<file path="src/rtl/bram_arb_pkg.sv">
// -----------------------------------------------------------------------------
// bram_arb_pkg
// Shared widths, requester-id type, read-tag record and the legal RAM read
// latencies for the two-requester block-RAM port arbiter.
// -----------------------------------------------------------------------------
package bram_arb_pkg;

    localparam int DATA_W = 32;   // RAM data width
    localparam int PAR_W  = 4;    // RAM parity width (one bit per byte)
    localparam int WE_W   = 4;    // per-byte write enables

    // Legal RAM read latencies: output register off / on.
    localparam int RD_LAT_NOREG = 1;
    localparam int RD_LAT_OREG  = 2;

    typedef enum logic {
        REQ_ID0 = 1'b0,
        REQ_ID1 = 1'b1
    } req_id_t;

    // One entry of the read-return tag pipeline.
    typedef struct packed {
        logic    valid;
        req_id_t id;
    } rd_tag_t;

    function automatic bit is_legal_read_latency(input int lat);
        return (lat == RD_LAT_NOREG) || (lat == RD_LAT_OREG);
    endfunction

endpackage

</file>
<file path="src/rtl/bram_rd_tag_pipe.sv">
// -----------------------------------------------------------------------------
// bram_rd_tag_pipe
// Shift register of {valid, id} read tags, DEPTH stages, advancing every cycle.
// It runs in lock-step with the RAM read pipeline so the last stage marks the
// cycle in which RAM_DO carries the data for that tag.
//
// Ports
//   clk, rst    clock, asynchronous active-high reset
//   in_tag      tag entering stage 0 at the next edge
//   first_tag   contents of stage 0 (drives the RAM output-register enable)
//   out_tag     contents of the last stage (read data valid this cycle)
// -----------------------------------------------------------------------------
module bram_rd_tag_pipe
    import bram_arb_pkg::*;
#(
    parameter int DEPTH = 1
) (
    input  logic    clk,
    input  logic    rst,
    input  rd_tag_t in_tag,
    output rd_tag_t first_tag,
    output rd_tag_t out_tag
);

    rd_tag_t [DEPTH-1:0] stages;

    // NOTE: these are ordinary flops, not a memory array, so they are cleared
    // on reset; that is what discards reads in flight when reset hits.
    always_ff @(posedge clk or posedge rst) begin
        if (rst) begin
            stages <= '0;
        end else begin
            stages[0] <= in_tag;
            for (int i = 1; i < DEPTH; i++) begin
                stages[i] <= stages[i-1];
            end
        end
    end

    assign first_tag = stages[0];
    assign out_tag   = stages[DEPTH-1];

endmodule

</file>
<file path="src/rtl/bram_port_arbiter.sv">
// -----------------------------------------------------------------------------
// bram_port_arbiter
// Round-robin arbiter sharing one block-RAM port between two requesters.
// A transfer happens on every edge where reqx and gntx are both high; the
// winning request is registered onto the RAM port the following cycle. Reads
// are tracked by a {valid,id} tag pipeline so rvalidx rises exactly
// READ_LATENCY+1 cycles after the transfer cycle, in issue order.
//
// Ports
//   clk, rst                 clock, asynchronous active-high reset
//   req0/1, we0/1            request valid, per-byte write enables (0 = read)
//   addr0/1, di0/1, dip0/1   request address, write data, write parity
//   gnt0/1                   combinational grant (transfer at next edge)
//   rvalid0/1                rdata/rdatap belong to that requester this cycle
//   rdata, rdatap            read data/parity (pass-through of ram_do/ram_dop)
//   ram_en, ram_we, ram_addr, ram_di, ram_dip   registered RAM port controls
//   ram_regce                RAM output-register enable (READ_LATENCY = 2)
//   ram_do, ram_dop          RAM read data/parity
//   READ_LATENCY must be 1 or 2 (see bram_arb_pkg::is_legal_read_latency).
// -----------------------------------------------------------------------------
module bram_port_arbiter
    import bram_arb_pkg::*;
#(
    parameter int ADDR_WIDTH   = 15,
    parameter int READ_LATENCY = RD_LAT_NOREG
) (
    input  logic                  clk,
    input  logic                  rst,
    input  logic                  req0,
    input  logic                  req1,
    input  logic [WE_W-1:0]       we0,
    input  logic [WE_W-1:0]       we1,
    input  logic [ADDR_WIDTH-1:0] addr0,
    input  logic [ADDR_WIDTH-1:0] addr1,
    input  logic [DATA_W-1:0]     di0,
    input  logic [DATA_W-1:0]     di1,
    input  logic [PAR_W-1:0]      dip0,
    input  logic [PAR_W-1:0]      dip1,
    output logic                  gnt0,
    output logic                  gnt1,
    output logic                  rvalid0,
    output logic                  rvalid1,
    output logic [DATA_W-1:0]     rdata,
    output logic [PAR_W-1:0]      rdatap,
    output logic                  ram_en,
    output logic [WE_W-1:0]       ram_we,
    output logic [ADDR_WIDTH-1:0] ram_addr,
    output logic [DATA_W-1:0]     ram_di,
    output logic [PAR_W-1:0]      ram_dip,
    output logic                  ram_regce,
    input  logic [DATA_W-1:0]     ram_do,
    input  logic [PAR_W-1:0]      ram_dop
);

    req_id_t ptr;       // id of the requester granted last
    req_id_t ram_id;    // id of the access currently on the RAM port
    logic    xfer;
    req_id_t sel;
    rd_tag_t push_tag;
    rd_tag_t first_tag;
    rd_tag_t out_tag;

    // Grant: a lone requester always wins; on a tie the one not granted last
    // wins. Forced low during reset.
    always_comb begin
        gnt0 = 1'b0;
        gnt1 = 1'b0;
        if (!rst) begin
            gnt0 = req0 && (!req1 || (ptr == REQ_ID1));
            gnt1 = req1 && (!req0 || (ptr == REQ_ID0));
        end
    end

    assign xfer = gnt0 | gnt1;
    assign sel  = gnt1 ? REQ_ID1 : REQ_ID0;

    // RAM port register: loaded on a transfer, otherwise disabled with the
    // address/data holding their last values.
    always_ff @(posedge clk or posedge rst) begin
        if (rst) begin
            ptr      <= REQ_ID1;
            ram_id   <= REQ_ID0;
            ram_en   <= 1'b0;
            ram_we   <= '0;
            ram_addr <= '0;
            ram_di   <= '0;
            ram_dip  <= '0;
        end else if (xfer) begin
            ptr      <= sel;
            ram_id   <= sel;
            ram_en   <= 1'b1;
            ram_we   <= gnt1 ? we1   : we0;
            ram_addr <= gnt1 ? addr1 : addr0;
            ram_di   <= gnt1 ? di1   : di0;
            ram_dip  <= gnt1 ? dip1  : dip0;
        end else begin
            ram_en   <= 1'b0;
            ram_we   <= '0;
        end
    end

    // The tag enters the pipeline as the access leaves the RAM port register,
    // so each stage lines up with one RAM read stage: stage 0 is the cycle the
    // RAM's output register must capture, the last stage is data-out.
    assign push_tag.valid = ram_en && (ram_we == '0);
    assign push_tag.id    = ram_id;

    bram_rd_tag_pipe #(
        .DEPTH (READ_LATENCY)
    ) u_tag_pipe (
        .clk       (clk),
        .rst       (rst),
        .in_tag    (push_tag),
        .first_tag (first_tag),
        .out_tag   (out_tag)
    );

    assign ram_regce = (READ_LATENCY == RD_LAT_OREG) && first_tag.valid;
    assign rvalid0   = out_tag.valid && (out_tag.id == REQ_ID0);
    assign rvalid1   = out_tag.valid && (out_tag.id == REQ_ID1);
    assign rdata     = ram_do;
    assign rdatap    = ram_dop;

endmodule

</file>
<file path="config.mk">
export PLATFORM = sky130hd
export DESIGN_NAME = bram_port_arbiter
export DESIGN_NICKNAME = d
export VERILOG_FILES = /design/src/rtl/bram_arb_pkg.sv /design/src/rtl/bram_rd_tag_pipe.sv /design/src/rtl/bram_port_arbiter.sv
export SDC_FILE = /design/constraint.sdc
export NUM_CORES = 1
export LEC_CHECK = 0
export CORE_AREA = 2 2 87 131
export DETAILED_ROUTE_END_ITERATION = 12
export DIE_AREA = 0 0 89 133
export PLACE_DENSITY = 0.81
export SLEW_MARGIN = 25
export SYNTH_ARGS = -nofsm -noshare
export SYNTH_HDL_FRONTEND = slang
export SYNTH_SLANG_ARGS = --single-unit
</file>
<file path="constraint.sdc">
create_clock -name clk -period 1.3 [get_ports clk]
set_input_delay 0.39 -clock clk [delete_from_list [all_inputs] [get_ports clk]]
set_output_delay 0.39 -clock clk [all_outputs]
set_load 0.02 [all_outputs]
</file>
---- Word-level counts from Yosys, hierarchy flattened ----
Index checks and enable logic that the tools add are counted.
W data, S select, Z words.
storage, ports and cells
  register bits after elaboration ......... 60
  output and inout port bits .............. 97
  logic and storage cells ................. 31
  input port bits ......................... 150
cells by class
  reduce and logical (&&, ||, !) cells .... 10
  mux-type cells .......................... 9
  bitwise logic cells ..................... 3
operators by type and width
  kind                 number
  $mux W32             1
  $mux W15             1
  $mux W4              3
  $logic_and A1 B1 Y1  5
  $logic_not A4 Y1     1
  $mux W1              4
  $logic_not A1 Y1     2
  $logic_or A1 B1 Y1   2
  $not A1 Y1           2
  $or A1 B1 Y1         1

---- Depth between registers and ports, before layout ----
Gate-level depths: netlist (run 1).
  depth in word-level cells ............... 6
  mapped depth ............................ 7
  depth with buffers taken out ............ 5

---- Modules after synthesis ----
From an unflattened synthesis (run 1), not the netlist that was laid out.
second synthesis, totals
  cells, all modules ...................... 370
  area, all modules ....................... 3,185.6 um^2
by module, submodules not included
  module             area an instance (um^2)  times used  cells each  seq. area each (um^2)
  bram_port_arbiter  3,116.7                  1           365         1,452.6
  bram_rd_tag_pipe   68.8                     1           5           50.0

---- Least setup slack after synthesis (run 1) ----
Ideal clock, no wire load.
  path type ............................... input-to-reg
  start point ............................. in rst
  end point ............................... reg ram_di[10]
  library setup time ...................... 0.082 ns
  path slack .............................. -0.650 ns
  cell stages on the path ................. 7
  buffers on the path ..................... 2
  arrival time ............................ 1.868 ns
  data required time ...................... 1.218 ns
  cells stage by stage .................... inv_2 o21ai_2 inv_2 buf_6 buf_2 nor2_1 a31oi_1
between the ends
  word-level cells in the longest chain between the ends .. 2
  elaborated cells between the ends (all ways) .. 4
  classes of those cells .................. mux: 3; bitwise: 1
RTL lines
  element                                          line                                              text
  from (decl)                                      bram_port_arbiter.sv:28                           input logic rst,
  $mux W1                                          bram_port_arbiter.sv:68                           if (!rst) begin
  $mux W32 / $or A1 B1 Y1 (equally long branches)  bram_port_arbiter.sv:94, bram_port_arbiter.sv:74
  to (signal assigned)                             bram_port_arbiter.sv:94                           ram_di <= gnt1 ? di1 : di0;
  to (decl)                                        bram_port_arbiter.sv:48                           output logic [DATA_W-1:0] ram_di,
Several ways; a longest one is shown, not always the timed one.
A chain may end at the register's enable or synchronous reset.

---- Worst setup path in the final report (run 1) ----
  start point ............................. reg ptr
  end point ............................... out gnt0
between the ends
  word-level cells in the longest chain between the ends .. 3
RTL lines
  element                 line                     text
  from (decl)             bram_port_arbiter.sv:55  req_id_t ptr;
  from (signal assigned)  bram_port_arbiter.sv:89  ptr <= sel;
  $logic_or A1 B1 Y1      bram_port_arbiter.sv:69  gnt0 = req0 && (!req1 || (ptr == REQ_ID1));
  $logic_and A1 B1 Y1     bram_port_arbiter.sv:69
  $mux W1                 bram_port_arbiter.sv:68
  to (decl)               bram_port_arbiter.sv:39  output logic gnt0,
Every way passes these cells.

==> summary.md, run 1 <==
| Metric | Value |
|---|---|
| Status | `finished, violations left` |
| Failing checks | `negative setup slack` |
| Gr usage total | `21.1%` |
| Crit. End Element | `output port` |
| Met2 routed WL | `6.71 mm` |
| Critical path capture point | `gnt0` |
| DR WL/cell | `19.2 um` |
| Final wirelength | `12.8 mm` |
| Synthesis-to-layout area growth | `79.9%` |
| FF-to-FF End | `ram_di[17]$_DFFE_PP0P_` |
| Vias/cell | `5.20` |
| Hold_buf cts | `0` |
| CTS Root Cell | `clkbuf_16` |
| Final setup viols | `59` |
| Slew Limit Fails | `0` |
| FF-to-FF Start | `ptr$_DFFE_PP1P_` |
| Syn. warnings | `0` |
| Worst clock skew | `0.00385 ns` |
| # IOs | `247` |
| FF-to-FF setup slack | `-0.18 ns` |
| Pre-CTS worst setup slack | `-0.895 ns` |
| Initial Utilization | `29.3%` |
| Met3 wire len | `1.00 mm` |
| Port Buffers | `173` |
| Leakage | `2.28 nW` |
| Fmax | `620 MHz` |
| Total Power | `6.89 mW` |
| Layout cell share with drive strength beyond 1 | `36.3%` |
| Pwr Density | `1210 nW/um^2` |
| R2R depth | `6` |
| Die Height | `133 um` |
| Flops & latches, synth | `60` |
| DRT Pass-1 Iters | `6` |
| Die area | `11800 um^2` |
| Clock Sinks | `60` |
| Nets | `669` |
| Syn nets | `517` |
| Synth Area per Inst | `8.63 um^2` |
| Worst path required time | `0.91 ns` |
| # H-tree levels | `3` |
| Antenna diode count | `0` |
| CTS Buf Count | `9` |
| First-pass GRT wire length | `18.6 mm` |
| Die W | `89 um` |
| Final min period | `1.61 ns` |
| Slew @ Worst Pin | `0.568 ns` |
| TritonCTS clock tree | `done` |
| Synthesized area | `3170 um^2` |
| Worst Hold Class | `reg -> reg` |
| Initial antenna violation count | `0` |
| Initial drt markers | `199` |
| Worst vdd ir | `610 uV` |
| Clock Latency Late Sink | `0.32 ns` |
| Relative slew slack | `62.1%` |
| WL met1 | `4.48 mm` |
| Routability cong. | `0.747` |
| Final WS setup | `-0.312 ns` |
| Fin cells | `670` |
| Max cap viols | `0` |
| Register area share after synthesis | `47.5%` |
| Critical path class | `reg -> out` |
| Filler cells | `987` |
| Type of origin of the critical path | `flip-flop` |
| Worst-path maximum fanout | `3` |
| Largest net degree at the start of global routing | `61` |
| RSZ-0062 raised after global routing | `yes` |
| Final Hold Fails | `0` |
| DRC errors left | `0` |
| Placed Cells | `633` |
| Vias in the first global route | `3459` |
| Top Layer Used | `met4` |
| Deepest clock path buffer count | `2` |
| Routed vias | `3484` |
| Worst EP arrival | `1.22 ns` |
| Fin crit share | `124%` |
| Row count | `47` |
| DP HPWL | `7.56 mm` |
| Cells after synthesis | `367` |
| Clk pin slew, worst setup/hold paths | `0.05 ns` |
| Final ANT Viol Nets | `0` |
| Netlist cell types | `27` |
| Core ar. | `10800 um^2` |
| Global route overflow | `0` |
| Worst Setup SP | `ptr$_DFFE_PP1P_` |
## registers in the layout (all words and copies together) (netlist names)
register / flops
u_tag_pipe.first_tag: 2
ram_en: 1
ram_dip: 4
ram_we: 4
ptr: 1
ram_id: 1
ram_di: 32
ram_addr: 15
## synth_stat cells, drive strengths merged
library cell	count	area, um^2
nand2b	2	15.0
dfstp	1	26.3
nor4	1	6.26
and2b	1	7.51
clkbuf	11	41.3
o22ai	1	6.26
nor2b	1	6.26
dfrtp	59	1480
a31oi	51	319
a21oi	5	25.0
and2	3	20.0
inv	4	15.0
buf	60	429
nor2	52	195
nand3	55	275
conb	1	3.75
nand2	2	10.0
o21ai	57	289
## cells in the final DEF (no fill, tap or decap), types with 2 or more instances in the layout
master             n
buf_8              2
a21oi_2            2
buf_12            14
o21ai_2           42
nand2b_4           2
clkbuf_16          9
nor2_1            51
buf_2             52
dfrtp_1           59
buf_4             12
nand3_1           38
dlygate4sd2_1      3
buf_6              8
a31oi_1           51
a21oi_1            2
clkdlybuf4s50_1  110
inv_1              2
clkbuf_8           2
and2_4             2
buf_16            11
clkinv_2           2
o21ai_4            4
clkinvlp_4         2
nand3_2           17
o21ai_1           10
## critical path: stages (launching register included)
cell     delay [ns]
dfstp_2        0.55
inv_1          0.07
a21oi_4        0.15
buf_6          0.14
## kinds of logic after synthesis
logic type             Yosys count  synth area share, %
and+or+nand+nor                117                 16.9
AOI/OAI and AO/OA              114                 20.2
buffers and inverters           75                 15.3
DFF                             60                 47.5
other                            1                0.118
## final cells by class
cell class,count,area (um^2),area share (%)
Clock inverter,4,25.0,0.439
Sequential cell,60,1500,26.4
Multi-Input combinational cell,232,1520,26.7
Timing Repair Buffer,212,2180,38.3
Tap cell,147,184,3.23
Clock buffer,11,253,4.44
Inverter,4,31.3,0.549
## power breakdown
group          internal [mW]  switching [mW]  total [mW]
Combinational           1.19            1.25        2.43
Sequential              2.13           0.134        2.26
Clock                   1.37           0.822        2.19
Total                   4.69            2.20        6.89
## how the worst min path moves through the flow
stage                  startpoint                                 to  slack, ns  cells after the start
2_1_floorplan                 rst            ram_addr[0]$_DFFE_PP0P_       0.19                      1
3_3_place_gp   ram_id$_DFFE_PP0P_  u_tag_pipe.first_tag[0]$_DFF_PP0_       0.36                      0
3_5_place_dp   ram_id$_DFFE_PP0P_  u_tag_pipe.first_tag[0]$_DFF_PP0_       0.36                      0
4_1_cts        ram_id$_DFFE_PP0P_  u_tag_pipe.first_tag[0]$_DFF_PP0_       0.38                      0
5_1_grt        ram_id$_DFFE_PP0P_  u_tag_pipe.first_tag[0]$_DFF_PP0_       0.38                      0
6_report       ram_id$_DFFE_PP0P_  u_tag_pipe.first_tag[0]$_DFF_PP0_       0.37                      0
## per-layer routing
layer | global-route usage, % | up-vias
met3 | 4.99 | 56
li1 | - | 1577
met1 | 22.3 | 1663
met4 | 11.9 | 0
met2 | 37.0 | 188
met5 | 0 | -
## through the flow
step	hold WS [ns]	cell area [um^2]	util, %	TNS [ns]
detailed placement	0.362	4820	44.5	-68.65
global route	0.379	5700	52.6	-10.87
finish	0.375	5700	52.6	-7.95
CTS	0.375	5470	50.6	-8.80
global placement	0.363	4820	44.5	-64.31
floorplan	0.193	3210	-	0
## what timing repair did
action / CTS / global route
cloned: 12 / 0
gates resized for setup: 330 / 58
endpoints found under the setup margin: 174 / 119
pin swaps: 26 / 42
setup buffers: 9 / 4
endpoints found under the hold margin: 0 / 0
(Power assumes the default switching activity.)
==> inputs of run 2 (changes only) <==
- CORE_AREA: 2 2 87 131 -> 2 2 80 120
- DIE_AREA: 0 0 89 133 -> 0 0 82 122
- PLACE_DENSITY: 0.81 -> 0.9
- clock period: 1.3 -> 2.06 ns (I/O delays scaled with it)
==> summary.md, run 2 (synthesized netlist as in run 1, its figures left out) <==
| Metric | Value |
|---|---|
| Area after DPL | `4750 um^2 (was 4820 um^2)` |
| Synthesis-to-layout area growth | `59.4% (was 79.9%)` |
| Port Buffers | `173 (unchanged)` |
| Final ANT Viol Nets | `0 (unchanged)` |
| CTS Buf Count | `9 (unchanged)` |
| Most frequent cells in the layout | `clkdlybuf4s50_1, dfrtp_1, nand3_1 (was clkdlybuf4s50_1, dfrtp_1, buf_2)` |
| Slew Limit Fails | `0 (unchanged)` |
| DRT Pass-1 Iters | `5 (was 6)` |
| Clock Sinks | `60 (unchanged)` |
| Global route overflow | `0 (unchanged)` |
| Row count | `43 (was 47)` |
| Hold Crit Depth | `0 (unchanged)` |
| Vias in the first global route | `3335 (was 3459)` |
| DP HPWL | `7.56 mm (about the same)` |
| Setup bufs post-CTS | `0 (was 9)` |
| Hold Path Sink | `u_tag_pipe.first_tag[0]$_DFF_PP0_ (unchanged)` |
| Worst vdd ir | `409 uV (was 610 uV)` |
| Pre-CTS worst setup slack | `-0.642 ns (was -0.895 ns)` |
| Worst path required time | `1.44 ns (was 0.91 ns)` |
| Combined area of the multi-input logic cells | `1190 um^2 (was 1520 um^2)` |
| Slew @ Worst Pin | `0.594 ns (was 0.568 ns)` |
| Clk pin slew, worst setup/hold paths | `0.05 ns (about the same)` |
| Vias/cell | `5.46 (was 5.20)` |
| Max reg flops | `32 (unchanged)` |
| Initial antenna violation count | `0 (unchanged)` |
| Worst Hold Class | `reg -> reg (unchanged)` |
| Final wirelength | `10.7 mm (was 12.8 mm)` |
| Fin crit share | `97.6%` |
| Worst-path maximum fanout | `2 (was 3)` |
| R2R depth | `4 (was 6)` |
| First-pass GRT wire length | `16.0 mm (was 18.6 mm)` |
| Initial Utilization | `35.0% (was 29.3%)` |
| Final WS setup | `0.0486 ns (was -0.312 ns)` |
| Routed vias | `3341 (was 3484)` |
| Final min period | `2.01 ns` |
| Deepest clock path buffer count | `2 (unchanged)` |
| Nets | `645 (was 669)` |
| Fmax | `497 MHz` |
| Core ar. | `9040 um^2 (was 10800 um^2)` |
| Type of origin of the critical path | `flip-flop (unchanged)` |
| Total Negative Setup Slacks | `0 ns (was -7.95 ns)` |
| Worst EP arrival | `1.39 ns (was 1.22 ns)` |
| Antenna diode count | `0 (unchanged)` |
| Filler cells | `786 (was 987)` |
| Status | `completed (was finished, violations left)` |
| Routability cong. | `0.794 (was 0.747)` |
| HP Start | `ram_id$_DFFE_PP0P_ (unchanged)` |
| Final Hold Fails | `0 (unchanged)` |
| Clock Latency Late Sink | `0.32 ns (about the same)` |
| Top Registers | `ram_di (32), ram_addr (15) (unchanged)` |
| FF-to-FF Start | `ptr$_DFFE_PP1P_ (unchanged)` |
| Layout Cell Area excl Fill | `5050 um^2 (was 5700 um^2)` |
| DR WL/cell | `17.5 um (was 19.2 um)` |
| Critical path class | `reg -> out (unchanged)` |
| Most common cell after layout, fill and taps aside | `clkdlybuf4s50_1 (unchanged)` |
| Relative slew slack | `60.4% (was 62.1%)` |
| Gr usage total | `21.2% (was 21.1%)` |
| RSZ-0062 raised after global routing | `no (was yes)` |
| Die area | `10000 um^2 (was 11800 um^2)` |
| Max cap viols | `0 (unchanged)` |
| Worst clock skew | `0.00789 ns (was 0.00385 ns)` |
| FF-to-FF End | `ram_addr[2]$_DFFE_PP0P_ (was ram_di[17]$_DFFE_PP0P_)` |
| Final setup viols | `0 (was 59)` |
| Leakage | `1.96 nW (was 2.28 nW)` |
| Initial drt markers | `186 (was 199)` |
| Crit. End Element | `output port (unchanged)` |
| Die W | `82 um (was 89 um)` |
| FF-to-FF setup slack | `0.33 ns (was -0.18 ns)` |
| DRC errors left | `0 (unchanged)` |
| Register Area | `1500 um^2 (unchanged)` |
| Die Height | `122 um (was 133 um)` |
| Largest reg by FF count | `ram_di (unchanged)` |
| Layout cell share with drive strength beyond 1 | `8.40% (was 36.3%)` |
| # H-tree levels | `3 (unchanged)` |
| CTS Root Cell | `clkbuf_16 (unchanged)` |
| Largest net degree at the start of global routing | `61 (unchanged)` |
| Pwr Density | `820 nW/um^2 (was 1210 nW/um^2)` |
| TritonCTS clock tree | `done (unchanged)` |
| # IOs | `247 (unchanged)` |
## run 2: cell types whose count changed in the layout (fill, tap and decap cells not counted), sizes merged
cell           change
buf               -82
bufinv             +1
clkbuf             +1
clkdlybuf4s50     +57
clkinvlp           -1
dlygate4sd2        +1
## run 2: how the worst max path moves through the flow
stage	startpoint	end	depth (start not counted)
final	u_tag_pipe.first_tag[0]$_DFF_PP0_	rvalid1	2
after floorplan	rst	gnt1	4
after detailed placement	rst	gnt0	4
after CTS	u_tag_pipe.first_tag[0]$_DFF_PP0_	rvalid1	2
after global placement	rst	gnt0	4
after global routing	u_tag_pipe.first_tag[0]$_DFF_PP0_	rvalid1	2
## run 2: stage by stage
step                std cells  power [mW]  utilization, %  hold WS [ns]
floorplan                 367        2.11               -         0.354
global placement          596        2.63            52.5         0.362
detailed placement        596        2.67            52.5         0.368
CTS                       612        4.18            55.8         0.380
global route              612        4.34            55.8         0.387
finish                    612        4.14            55.8         0.375
## run 2: final cells by class
class / count / share of cell area, %
flip-flops and latches: 60 / 29.8
repair buffers: 188 / 37.6
inverters: 4 / 0.347
clock inverters: 4 / 0.942
well taps: 112 / 2.78
clock buffers: 12 / 5.08
multi-input cells: 232 / 23.5
## run 2: critical path, cell delays in order, from the launching register on
cell and delay [ns]:
dfrtp_1 0.34, and2_1 0.13, clkdlybuf4s50_1 0.61
## run 2: report_power, final
| group | internal (mW) | leakage (nW) | switching (mW) |
|---|---|---|---|
| combinational | 0.604 | 1.12 | 0.610 |
| sequential | 1.34 | 0.682 | 0.0889 |
| clock | 0.996 | 0.149 | 0.494 |
| total | 2.95 | 1.96 | 1.19 |
## run 2: layer usage
layer | track usage, % | up-vias | wire length (um)
li1 | - | 1515 | -
met1 | 22.2 | 1573 | 3690
met2 | 37.5 | 190 | 5660
met3 | 4.44 | 63 | 804
met4 | 13.2 | 0 | 587
met5 | 0 | - | 0
## run 2: repair_timing
item	4_1_cts	5_1_grt
hold buffers	0	0
gates resized for setup	16	0
endpoints found under the setup margin	3	0
==> inputs of run 3 (changes only) <==
- HOLD_SLACK_MARGIN: default -> 0.12
- TNS_END_PERCENT: default -> 10
==> results of run 3 <==
Final layout, timing and power as in run 2 (identical DEF).
